**config.mk**
```make
export PLATFORM = sky130hd
export DESIGN_NAME = cordic_sweep_flat
export DESIGN_NICKNAME = d
export VERILOG_FILES = /design/src/rtl/cordic_sweep_if.sv /design/src/rtl/cordic_sweep.sv /design/src/flat_wrapper.sv
export SDC_FILE = /design/constraint.sdc
export NUM_CORES = 1
export LEC_CHECK = 0
export BUFFER_PORTS_ARGS = -buffer_cell sky130_fd_sc_hd__buf_2
export CORE_ASPECT_RATIO = 0.6
export CORE_MARGIN = 2
export CORE_UTILIZATION = 50
export CTS_CLUSTER_SIZE = 30
export DETAILED_ROUTE_END_ITERATION = 12
export HOLD_SLACK_MARGIN = 0.08
export PLACE_DENSITY_LB_ADDON = 0.15
export SYNTH_ARGS = -nofsm -noshare
export SYNTH_HDL_FRONTEND = slang
export SYNTH_SLANG_ARGS = --single-unit
```
**constraint.sdc**
```tcl
create_clock -name clk -period 5.1 [get_ports clk]
set_input_delay 1.02 -clock clk [delete_from_list [all_inputs] [get_ports clk]]
set_output_delay 1.02 -clock clk [all_outputs]
set_load 0.01 [all_outputs]
```
**src/rtl/cordic_sweep_if.sv**
```systemverilog
// Sweep request, CORDIC engine handshake and result stream bundled for cordic_sweep.
// master is the sequencer's view; slave is the environment (requester, engine, sink).
interface cordic_sweep_if;
    logic        req_valid;
    logic        req_ready;
    logic [8:0]  req_start_deg;
    logic [8:0]  req_step;
    logic [9:0]  req_count;
    logic        cordic_start;
    logic [8:0]  cordic_degree;
    logic [11:0] cordic_cos;
    logic [11:0] cordic_sin;
    logic        cordic_done;
    logic        out_valid;
    logic        out_ready;
    logic [8:0]  out_degree;
    logic [11:0] out_cos;
    logic [11:0] out_sin;
    logic        out_last;
    logic        busy;

    modport master (
        input  req_valid, req_start_deg, req_step, req_count,
               cordic_cos, cordic_sin, cordic_done, out_ready,
        output req_ready, cordic_start, cordic_degree,
               out_valid, out_degree, out_cos, out_sin, out_last, busy
    );

    modport slave (
        output req_valid, req_start_deg, req_step, req_count,
               cordic_cos, cordic_sin, cordic_done, out_ready,
        input  req_ready, cordic_start, cordic_degree,
               out_valid, out_degree, out_cos, out_sin, out_last, busy
    );
endinterface

```
**src/rtl/cordic_sweep.sv**
```systemverilog
// Angle-sweep sequencer for an iterative CORDIC engine: issues one angle at a time
// and buffers each cos/sin result in a small FIFO presented as a valid/ready stream.
module cordic_sweep #(
    parameter int FIFO_DEPTH = 4
) (
    input  logic clk,
    input  logic rst,
    cordic_sweep_if.master bus
);
    localparam int AW = (FIFO_DEPTH > 1) ? $clog2(FIFO_DEPTH) : 1;
    localparam logic [AW:0] FULL = (AW+1)'(FIFO_DEPTH);

    typedef enum logic [1:0] {IDLE, ISSUE, WAIT, GAP} state_t;

    typedef struct packed {
        logic [8:0]  deg;
        logic [11:0] cos;
        logic [11:0] sin;
        logic        last;
    } ent_t;

    function automatic logic [8:0] norm(input logic [8:0] a);
        return (a >= 9'd360) ? a - 9'd360 : a;
    endfunction

    state_t      state_q;
    logic [8:0]  cur_q, step_q, deg_q;
    logic [9:0]  rem_q;
    logic        start_q;

    ent_t        mem_q [FIFO_DEPTH];
    logic [AW-1:0] wr_q, rd_q;
    logic [AW:0] cnt_q, cnt_d;

    logic        push, pop, can_issue;
    logic [9:0]  sum_w;
    logic [8:0]  next_deg;
    ent_t        head;

    assign sum_w    = {1'b0, cur_q} + {1'b0, step_q};
    assign next_deg = (sum_w >= 10'd360) ? 9'(sum_w - 10'd360) : sum_w[8:0];

    assign push      = (state_q == WAIT) && bus.cordic_done;
    assign pop       = bus.out_valid && bus.out_ready;
    // A slot being popped this cycle is as good as free.
    assign can_issue = (cnt_q != FULL) || pop;

    always_ff @(posedge clk or negedge rst) begin
        if (!rst) begin
            state_q <= IDLE;
            cur_q   <= '0;
            step_q  <= '0;
            rem_q   <= '0;
            start_q <= 1'b0;
            deg_q   <= '0;
        end else begin
            start_q <= 1'b0;
            case (state_q)
                IDLE: if (bus.req_valid) begin
                    cur_q   <= norm(bus.req_start_deg);
                    step_q  <= norm(bus.req_step);
                    rem_q   <= bus.req_count;
                    state_q <= (bus.req_count == 10'd0) ? IDLE : ISSUE;
                end
                ISSUE: if (can_issue) begin
                    start_q <= 1'b1;
                    deg_q   <= cur_q;
                    state_q <= WAIT;
                end
                WAIT: if (bus.cordic_done) begin
                    rem_q <= rem_q - 10'd1;
                    if (rem_q == 10'd1) begin
                        state_q <= IDLE;
                    end else begin
                        cur_q   <= next_deg;
                        state_q <= GAP;
                    end
                end
                // Lets the engine settle back to its initial state before the next start.
                GAP:     state_q <= ISSUE;
                default: state_q <= IDLE;
            endcase
        end
    end

    always_comb begin
        cnt_d = cnt_q;
        case ({push, pop})
            2'b10:   cnt_d = cnt_q + 1'b1;
            2'b01:   cnt_d = cnt_q - 1'b1;
            default: cnt_d = cnt_q;
        endcase
    end

    always_ff @(posedge clk or negedge rst) begin
        if (!rst) begin
            for (int i = 0; i < FIFO_DEPTH; i++) mem_q[i] <= '0;
            wr_q  <= '0;
            rd_q  <= '0;
            cnt_q <= '0;
        end else begin
            if (push) begin
                mem_q[wr_q] <= {cur_q, bus.cordic_cos, bus.cordic_sin, rem_q == 10'd1};
                wr_q        <= wr_q + 1'b1;
            end
            if (pop) rd_q <= rd_q + 1'b1;
            cnt_q <= cnt_d;
        end
    end

    assign head = mem_q[rd_q];

    assign bus.req_ready     = (state_q == IDLE);
    assign bus.busy          = (state_q != IDLE);
    assign bus.cordic_start  = start_q;
    assign bus.cordic_degree = deg_q;
    assign bus.out_valid     = (cnt_q != '0);
    assign bus.out_degree    = head.deg;
    assign bus.out_cos       = head.cos;
    assign bus.out_sin       = head.sin;
    assign bus.out_last      = head.last;
endmodule

```
**src/flat_wrapper.sv**
```systemverilog
// flat-port wrapper written by rule: the top's interface ports become plain ports
module cordic_sweep_flat 
#(
    parameter int FIFO_DEPTH = 4
)
  (clk, rst, bus_req_valid, bus_req_start_deg, bus_req_step, bus_req_count, bus_cordic_cos, bus_cordic_sin, bus_cordic_done, bus_out_ready, bus_req_ready, bus_cordic_start, bus_cordic_degree, bus_out_valid, bus_out_degree, bus_out_cos, bus_out_sin, bus_out_last, bus_busy);
  cordic_sweep_if bus_i ();
  input  logic clk;
  input  logic rst;
  input wire logic [$bits(bus_i.req_valid)-1:0] bus_req_valid;
  input wire logic [$bits(bus_i.req_start_deg)-1:0] bus_req_start_deg;
  input wire logic [$bits(bus_i.req_step)-1:0] bus_req_step;
  input wire logic [$bits(bus_i.req_count)-1:0] bus_req_count;
  input wire logic [$bits(bus_i.cordic_cos)-1:0] bus_cordic_cos;
  input wire logic [$bits(bus_i.cordic_sin)-1:0] bus_cordic_sin;
  input wire logic [$bits(bus_i.cordic_done)-1:0] bus_cordic_done;
  input wire logic [$bits(bus_i.out_ready)-1:0] bus_out_ready;
  output wire logic [$bits(bus_i.req_ready)-1:0] bus_req_ready;
  output wire logic [$bits(bus_i.cordic_start)-1:0] bus_cordic_start;
  output wire logic [$bits(bus_i.cordic_degree)-1:0] bus_cordic_degree;
  output wire logic [$bits(bus_i.out_valid)-1:0] bus_out_valid;
  output wire logic [$bits(bus_i.out_degree)-1:0] bus_out_degree;
  output wire logic [$bits(bus_i.out_cos)-1:0] bus_out_cos;
  output wire logic [$bits(bus_i.out_sin)-1:0] bus_out_sin;
  output wire logic [$bits(bus_i.out_last)-1:0] bus_out_last;
  output wire logic [$bits(bus_i.busy)-1:0] bus_busy;
  assign bus_i.req_valid = bus_req_valid;
  assign bus_i.req_start_deg = bus_req_start_deg;
  assign bus_i.req_step = bus_req_step;
  assign bus_i.req_count = bus_req_count;
  assign bus_i.cordic_cos = bus_cordic_cos;
  assign bus_i.cordic_sin = bus_cordic_sin;
  assign bus_i.cordic_done = bus_cordic_done;
  assign bus_i.out_ready = bus_out_ready;
  assign bus_req_ready = bus_i.req_ready;
  assign bus_cordic_start = bus_i.cordic_start;
  assign bus_cordic_degree = bus_i.cordic_degree;
  assign bus_out_valid = bus_i.out_valid;
  assign bus_out_degree = bus_i.out_degree;
  assign bus_out_cos = bus_i.out_cos;
  assign bus_out_sin = bus_i.out_sin;
  assign bus_out_last = bus_i.out_last;
  assign bus_busy = bus_i.busy;
  cordic_sweep #(.FIFO_DEPTH(FIFO_DEPTH)) u_core (.clk(clk), .rst(rst), .bus(bus_i));
endmodule
```
==> summary.txt, run 1 <==
Worst setup path
  – CP Launch Type: register
  – CP required: 4.08 ns
  – Critical Path Slowest Stage Cell: dfrtp_2
  – Reg-to-reg startpoint: u_core.cur_q[0]$_DFFE_PN0P_
  – Worst path arrival time: 2.39 ns
  – Worst reg-to-reg path cell count: 9
  – Worst path max stage delay: 0.73 ns
  – Highest fanout seen on the critical path: 20
  – Crit Path Class: register to primary output
  – Worst setup EP type: primary output
  – Family with the most delay on the worst path: flip-flops
  – CP bufs+invs: 2
  – Worst reg2reg setup slack: 2.02 ns
  – Crit-path cells: buf_4, mux4_2, buf_2
  – FF-to-FF End: u_core.cur_q[5]$_DFFE_PN0P_

Hold path
  – HP Class: register to register
  – Worst hold path depth: 1
  – WHS Endpoint: u_core.cnt_q[2]$_DFFE_PN0P_
  – Hold Startpoint: u_core.cnt_q[2]$_DFFE_PN0P_

CTS
  – Total CTS buffers: 17
  – Setup Buffers After CTS: 0
  – CTS tree: done
  – Clk_lat worst skew: 0.43 ns
  – Clk slew on worst S/H paths: 0.08 ns
  – CTS resizes: 0
  – H-tree levels: 4
  – Clock Root Buffer: clkbuf_16
  – Clock sinks: 183
  – Hold buffers post-CTS: 0
  – Clk buf depth: 2

Timing
  – RSZ-0062 raised after global routing: false
  – Setup Viol. Count Final: 0
  – Final Critical Period: 3.41 ns
  – Slew headroom: 24.5%
  – Pin slew with the least headroom to its limit: 1.13 ns
  – Tcrit/Tclk final: 66.9%
  – Setup_tns: 0 ns
  – Max Clock Freq: 293 MHz
  – Hold Fails Final Rpt: 0
  – Slew Viols, Final: 0
  – Final Skew: 0.0105 ns
  – Worst hold slack: 0.484 ns

Cells and area
  – Final core utilization: 59.1%
  – Layout cells sized above 1: 43.6%
  – Nets: 847
  – Cell area after layout: 0.0102 sq mm
  – Leading cell types in the layout, fill and taps excluded: 181 x dfrtp_1, 142 x mux2_2, 102 x buf_2, 44 x nand2_1, 40 x o21ai_0
  – Commonest non-fill, non-tap cell in the layout: dfrtp_1
  – Fillers: 1,335
  – Synthesis-to-finish area growth: 15.1%

Yosys
  – Sequential fraction of the synthesis area: 51.6%
  – Syn avg cell area: 13.2 sq um
  – FF+latch count, synth: 183
  – Post-Synthesis Cells: 672
  – Most used DFF post-synth: dfrtp_1
  – Mapped cell area: 0.00887 sq mm
  – Yosys warns: 0
  – Post-Synthesis Net Count: 750
  – Distinct cells, synth: 55
  – Async set or reset register ratio after synthesis: 100%
  – Number of synthesized flops with an enable pin: 0

Global route
  – GRT Total Usage: 22.3%
  – Global-route wire length before repair: 32,500 microns
  – Initial antenna violation count: 1
  – GRT overflow: 0
  – Number of global-route vias before repair: 6,188
  – Largest net degree at the start of global routing: 123

Placement
  – PortBufs: 103
  – Routability cong.: 0.838
  – Detailed placement HPWL: 13,000 microns
  – Cell Area, Placed: 0.00962 sq mm

Die
  – IO Count: 104
  – Die X: 176 microns
  – Die height: 107 microns
  – Core area: 0.0173 sq mm
  – Die area: 0.0189 sq mm
  – Starting Density: 51.4%
  – Row Count: 37

Detailed routing
  – Total wire length: 19,400 microns
  – Post-DR vias/cell: 5.71
  – Final ANT Viol Nets: 0
  – DRC: 0
  – First-iteration detailed-routing DRC count: 337
  – Routed wire per std cell: 19.1 microns
  – Vias: 5,810
  – Pre-antenna DRT Iters: 5

Outcome
  – Status: completed

Power
  – PD cells: 695 mW/mm^2
  – Lkg Pwr: 4.74 nW
  – Peak supply drop: 0.315 mV

Flow run
  – Max cap viols: 0
==> worst register-to-register path: cells and delay by family (launching register included) <==
kind	cells	cell delay [ns]
xor gates and xnor gates	2	0.34
DFF	1	0.45
adders and majority gates	2	0.68
AOI/OAI and AO/OA	5	1.47
==> power by group <==
group | switching, mW | internal [mW]
Combinational | 1.47 | 1.64
Clock | 0.618 | 0.696
Sequential | 0.549 | 2.12
==> metal layers <==
metal	up-vias	routed length, microns	GRT usage [%]
li1	2673	-	-
met1	2989	9330	31.6
met2	135	9000	34.9
met3	13	920	5.43
met4	0	180	5.67
met5	-	0	0
==> worst max-delay path by stage <==
stage | from | end | slack [ns] | depth (start not counted)
detailed placement | bus_cordic_done | u_core.mem_q[105]$_DFFE_PN0P_ | 2.01 | 5
floorplan | u_core.cur_q[0]$_DFFE_PN0P_ | u_core.cur_q[4]$_DFFE_PN0P_ | 2.29 | 9
global route | u_core.rd_q[0]$_DFFE_PN0P_ | bus_out_last | 1.48 | 3
global placement | u_core.rd_q[0]$_DFFE_PN0P_ | bus_out_last | 2.07 | 3
finish | u_core.rd_q[0]$_DFFE_PN0P_ | bus_out_last | 1.69 | 3
CTS | u_core.rd_q[0]$_DFFE_PN0P_ | bus_out_last | 1.61 | 3
==> logic make-up after synthesis <==
group,synth area share (%)
mux,27.5
compound gates,7.79
flops,51.6
fa+ha+maj,3.13
buf+inv,2.07
simple gates,6.05
xor+xnor,1.86
==> stage by stage <==
stage | total power, mW | worst slack, ns | std cells
2_1_floorplan | 4.83 | 2.29 | 672
3_3_place_gp | 5.63 | 2.07 | 984
3_5_place_dp | 5.80 | 2.01 | 984
4_1_cts | 7.13 | 1.61 | 1016
5_1_grt | 7.60 | 1.48 | 1016
6_report | 7.09 | 1.69 | 1017
==> cell usage after synthesis (all sizes together) (4+ instances only) <==
cell / count / share of area [%]
inv: 19 / 0.80
mux2: 144 / 18
buf: 4 / 0.25
nor2: 20 / 0.93
clkbuf: 24 / 1.0
nor4: 4 / 0.28
ha: 19 / 2.7
o21ai: 45 / 2.7
a21o: 4 / 0.34
nand3: 9 / 0.51
xor2: 8 / 0.87
a22oi: 8 / 0.73
xnor2: 10 / 0.99
mux4: 34 / 8.6
mux2i: 4 / 0.45
nand2: 48 / 2.0
a21oi: 30 / 1.7
dfrtp: 183 / 52
nor3: 7 / 0.39
o21a: 4 / 0.34
==> layout make-up <==
type | instances | area (sq um) | share of cell area [%]
Timing Repair Buffer | 106 | 557 | 5.45
Sequential cell | 183 | 4580 | 44.9
Clock buffer | 17 | 425 | 4.17
Tap cell | 234 | 293 | 2.87
Multi-Input combinational cell | 442 | 4120 | 40.4
Clock inverter | 15 | 160 | 1.57
Inverter | 19 | 71.3 | 0.698
Antenna cell | 1 | 2.50 | 0.0245
==> sequential cells by signal, indices dropped and copies added (netlist names) <==
name	flops
u_core.mem_q	136
u_core.rem_q	10
u_core.bus.cordic_degree	9
u_core.cur_q	9
u_core.step_q	9
u_core.cnt_q	3
u_core.rd_q	2
u_core.state_q	2
u_core.wr_q	2
u_core.bus.cordic_start	1
Note: power is estimated with default switching activity, not from simulation.
==> run 2: changes to the inputs <==
==> constraint.sdc (replaced) <==
create_clock -name clk -period 3.6 [get_ports clk]
set_input_delay 0.72 -clock clk [delete_from_list [all_inputs] [get_ports clk]]
set_output_delay 0.72 -clock clk [all_outputs]
set_load 0.01 [all_outputs]
==> summary.txt, run 2 (synthesis gave the netlist of run 1 again) <==
Timing
  – Worst setup margin: 0.473 ns
  – Max Clock Freq: 320 MHz
  – Slew headroom: 18.9%
  – Final Skew: 0.0106 ns
  – Setup Viol. Count Final: 0
  – Slew Viols, Final: 0
  – Tcrit/Tclk final: 86.9%
  – Hold Fails Final Rpt: 0
  – Final Critical Period: 3.13 ns
  – RSZ-0062 raised after global routing: false
  – Pin slew with the least headroom to its limit: 1.21 ns
  – Setup_tns: 0 ns

Worst setup path
  – Crit Path Class: register to register
  – Highest fanout seen on the critical path: 7
  – Critical Path Slowest Stage Cell: a2111o_1
  – Worst reg-to-reg path cell count: 9
  – Worst reg2reg setup slack: 0.47 ns
  – Worst setup EP type: register
  – Worst path max stage delay: 0.49 ns
  – Crit-path cells: ha_1, fa_1, a21o_1, a221oi_2, xor2_2, a2111o_1, a22oi_2, mux2_4, o21ai_2
  – Reg-to-reg startpoint: u_core.cur_q[0]$_DFFE_PN0P_
  – CP Launch Type: register
  – FF-to-FF End: u_core.cur_q[4]$_DFFE_PN0P_
  – Worst path arrival time: 3.49 ns
  – CP required: 3.96 ns

Detailed routing
  – Post-DR vias/cell: 5.65
  – Total wire length: 20,300 microns
  – Final ANT Viol Nets: 0
  – Routed wire per std cell: 19.7 microns
  – First-iteration detailed-routing DRC count: 329
  – DRC: 0
  – Vias: 5,822
  – Pre-antenna DRT Iters: 4

Die
  – Die height: 107 microns
  – Die X: 176 microns
  – Die area: 0.0189 sq mm
  – IO Count: 104
  – Row Count: 37
  – Core area: 0.0173 sq mm
  – Starting Density: 51.4%

Global route
  – Initial antenna violation count: 1
  – GRT Total Usage: 23.3%
  – GRT overflow: 0
  – Largest net degree at the start of global routing: 76
  – Number of global-route vias before repair: 6,337
  – Global-route wire length before repair: 33,400 microns

Cells and area
  – Synthesis-to-finish area growth: 16.6%
  – Final non-filler cell total: 1,030
  – Commonest non-fill, non-tap cell in the layout: dfrtp_1
  – Max reg flops: 136
  – Most flop-heavy register: u_core.mem_q
  – Top flop regs: u_core.mem_q x136, u_core.rem_q x10
  – Nets: 861
  – Layout cells sized above 1: 44.2%
  – Leading cell types in the layout, fill and taps excluded: 181 x dfrtp_1, 142 x mux2_2, 102 x buf_2, 44 x nand2_1, 40 x o21ai_0

Placement
  – Setup WS pre-CTS: 0.539 ns
  – Routability cong.: 0.894
  – Detailed placement HPWL: 14,100 microns
  – PortBufs: 103
  – DP Cell Count: 998

CTS
  – Setup Buffers After CTS: 0
  – Clk slew on worst S/H paths: 0.07 ns
  – Clock sinks: 183
  – Clk_lat worst skew: 0.43 ns
  – CTS tree: done
  – Clk buf depth: 2
  – Hold buffers post-CTS: 0
  – CTS resizes: 0
  – H-tree levels: 4
  – Total CTS buffers: 17
  – Clock Root Buffer: clkbuf_16

Power
  – Lkg Pwr: 4.81 nW
  – Peak supply drop: 0.530 mV
  – PD cells: 977 mW/mm^2
  – Clock share of power: 18.2%
  – Seq pwr share: 36.6%
  – Psw: 3.65 mW
  – Pint: 6.45 mW
  – Switching Fraction: 36.2%
  – Combinational Power Share: 45.2%
  – Design Power: 10.1 mW

Flow run
  – Max cap viols: 0

Hold path
  – HP Class: primary input to async pin

Outcome
  – Status: completed
-- run 2: critical path: cells and delay by family (launching register included) --
family                   cells  cell delay [ns]
AO/OA/AOI/OAI                5             1.45
XOR/XNOR                     1             0.15
adder cells (fa/ha/maj)      2             0.68
flip-flops                   1             0.44
multiplexers                 1             0.33
-- run 2: stage by stage --
step	hold slack, ns	cell area, sq um	utilization [%]
floorplan	0.424	8870	-
global placement	0.458	9770	56.6
detailed placement	0.474	9770	56.6
CTS	0.335	10300	59.9
global route	0.369	10300	59.9
finish	0.323	10300	59.9
-- run 2: worst max-delay path by stage --
| stage | start | endpoint | slack (ns) | cells past startpoint |
|---|---|---|---|---|
| CTS | u_core.cur_q[0]$_DFFE_PN0P_ | u_core.cur_q[4]$_DFFE_PN0P_ | 0.51 | 9 |
| floorplan | u_core.cur_q[0]$_DFFE_PN0P_ | u_core.cur_q[4]$_DFFE_PN0P_ | 0.79 | 9 |
| finish | u_core.cur_q[0]$_DFFE_PN0P_ | u_core.cur_q[4]$_DFFE_PN0P_ | 0.47 | 9 |
| global placement | u_core.cur_q[0]$_DFFE_PN0P_ | u_core.cur_q[4]$_DFFE_PN0P_ | 0.60 | 9 |
| global route | u_core.cur_q[0]$_DFFE_PN0P_ | u_core.cur_q[4]$_DFFE_PN0P_ | 0.36 | 9 |
| detailed placement | u_core.cur_q[0]$_DFFE_PN0P_ | u_core.cur_q[4]$_DFFE_PN0P_ | 0.54 | 9 |
-- run 2: layer usage --
metal / share of wire [%] / track usage (%) / vias up / wire length (microns)
li1: - / - / 2700 / -
met1: 49 / 33.0 / 3004 / 9890
met2: 46 / 36.1 / 110 / 9410
met3: 4.5 / 6.17 / 8 / 908
met4: 0.52 / 5.37 / 0 / 106
met5: 0 / 0 / - / 0
-- run 2: power groups by stage --
stage          clock [mW]  sequential, mW  combinational, mW
6_report             1.84            3.70               4.56
5_1_grt              1.97            3.83               4.99
4_1_cts              1.88            3.69               4.59
3_5_place_dp            0            3.72               4.56
3_3_place_gp            0            3.63               4.44
2_1_floorplan           0            3.44               3.40
-- run 2: final cells by class --
type | instances | area (sq um)
Fill cell | 1360 | 6920
Sequential cell | 183 | 4580
Multi-Input combinational cell | 442 | 4120
Timing Repair Buffer | 120 | 699
Clock buffer | 23 | 478
Tap cell | 234 | 293
Clock inverter | 8 | 97.6
Inverter | 19 | 71.3
Antenna cell | 1 | 2.50
==> run 3: changes to the inputs <==
--- a/config.mk
+++ b/config.mk
@@ -7,8 +7,8 @@
 export LEC_CHECK = 0
 export BUFFER_PORTS_ARGS = -buffer_cell sky130_fd_sc_hd__buf_2
 export CORE_ASPECT_RATIO = 0.6
-export CORE_MARGIN = 2
-export CORE_UTILIZATION = 50
+export CORE_MARGIN = 8
+export CORE_UTILIZATION = 59
 export CTS_CLUSTER_SIZE = 30
 export DETAILED_ROUTE_END_ITERATION = 12
 export HOLD_SLACK_MARGIN = 0.08
==> summary.txt, run 3 (synthesis gave the netlist of run 1 again) <==
CTS
  – H-tree levels: 4
  – Clk_lat worst skew: 0.43 ns
  – Clock Root Buffer: clkbuf_16
  – Total CTS buffers: 17
  – CTS resizes: 0
  – CTS tree: done
  – Setup Buffers After CTS: 0
  – Clk slew on worst S/H paths: 0.07 ns
  – Clk buf depth: 2
  – Hold buffers post-CTS: 0
  – Clock sinks: 183

Cells and area
  – Multi-input gate area: 0.00412 sq mm
  – Layout cells sized above 1: 44.3%
  – Leading cell types in the layout, fill and taps excluded: 181 x dfrtp_1, 142 x mux2_2, 102 x buf_2, 44 x nand2_1, 40 x o21ai_0
  – Register area: 0.00458 sq mm
  – Commonest non-fill, non-tap cell in the layout: dfrtp_1
  – Max reg flops: 136
  – Most flop-heavy register: u_core.mem_q
  – Nets: 857
  – Fillers: 1,050
  – Top flop regs: u_core.mem_q x136, u_core.rem_q x10
  – Synthesis-to-finish area growth: 15.2%
  – Diode count: 0

Detailed routing
  – Total wire length: 19,700 microns
  – Routed wire per std cell: 19.9 microns
  – Post-DR vias/cell: 5.90
  – Vias: 5,844
  – First-iteration detailed-routing DRC count: 431
  – DRC: 0
  – Pre-antenna DRT Iters: 4
  – Final ANT Viol Nets: 0

Worst setup path
  – CP Launch Type: register
  – Worst setup EP type: register
  – Reg-to-reg startpoint: u_core.cur_q[0]$_DFFE_PN0P_
  – Worst path arrival time: 3.33 ns
  – Crit Path Class: register to register
  – CP required: 3.87 ns
  – Worst reg2reg setup slack: 0.54 ns
  – Crit path launch: u_core.cur_q[0]$_DFFE_PN0P_
  – Highest fanout seen on the critical path: 7

Global route
  – GRT Total Usage: 20.9%
  – Largest net degree at the start of global routing: 73
  – Initial antenna violation count: 1
  – Global-route wire length before repair: 32,600 microns
  – Number of global-route vias before repair: 6,204
  – GRT overflow: 0

Power
  – Peak supply drop: 0.464 mV
  – Lkg Pwr: 4.78 nW
  – PD cells: 977 mW/mm^2

Timing
  – Setup Viol. Count Final: 0
  – Slew Viols, Final: 0
  – Hold Fails Final Rpt: 0
  – Worst hold slack: 0.295 ns
  – Slew headroom: 32.6%
  – Final Critical Period: 3.06 ns
  – Max Clock Freq: 327 MHz
  – Tcrit/Tclk final: 84.9%
  – Pin slew with the least headroom to its limit: 1.01 ns
  – RSZ-0062 raised after global routing: false
  – Setup_tns: 0 ns
  – Final Skew: 0.0178 ns

Placement
  – Detailed placement HPWL: 13,700 microns
  – PortBufs: 103
  – Routability cong.: 0.835

Die
  – Starting Density: 60.8%
  – Die area: 0.0193 sq mm
  – Die height: 111 microns
  – Die X: 174 microns
  – IO Count: 104
  – Core area: 0.0146 sq mm
  – Row Count: 34

Outcome
  – Status: completed

Hold path
  – HP Class: primary input to async pin

Flow run
  – Max cap viols: 0
==> run 3: metal layers <==
metal	track usage, %	vias up	routed length, microns
met4	4.88	2	122
met5	0	-	10
li1	-	2699	-
met2	32.2	136	9140
met1	29.8	2996	9310
met3	4.69	11	1100
==> run 3: final timing paths <==
check	end	cells after the start
setup / recovery	u_core.cur_q[5]$_DFFE_PN0P_	9
hold / removal	u_core.bus.cordic_degree[4]$_DFFE_PN0P_	1
setup reg to reg	u_core.cur_q[5]$_DFFE_PN0P_	9
hold reg to reg	u_core.step_q[8]$_DFFE_PN0P_	2
max in group asynchronous	u_core.rd_q[0]$_DFFE_PN0P_	2
min in group clk	u_core.step_q[8]$_DFFE_PN0P_	2
==> run 3: cell type report <==
cell class / count / share of cell area (%)
timing repair buffer: 116 / 6.06
sequential: 183 / 44.9
clock buffer: 18 / 4.30
inverter: 19 / 0.698
clock inverter: 14 / 1.32
tap: 198 / 2.43
multi-input combinational: 442 / 40.3
==> run 3: per-stage QoR <==
stage	std cells	utilization, %	cell area [sq um]	total power, mW	setup WS (ns)
after CTS	990	70.0	10200	10.1	0.519
after detailed placement	958	66.1	9640	8.25	0.541
after global routing	990	70.0	10200	10.7	0.319
final	990	70.0	10200	9.98	0.543
after global placement	958	66.1	9640	8.03	0.622
after floorplan	672	-	8870	6.85	0.791
==> run 3: report_power, final <==
part	switching (mW)	total (mW)	internal (mW)
combinational	2.12	4.46	2.34
sequential	0.718	3.72	3.01
clock	0.854	1.79	0.935
==> run 3: worst max-delay path, cell delays in order (launching register included) <==
cell      delay, ns
dfrtp_1        0.44
ha_1           0.26
fa_1           0.42
a21o_1         0.24
a221oi_2       0.35
xor2_2         0.15
a2111o_1       0.48
a221oi_2       0.27
xor2_1         0.19
a31oi_1        0.11
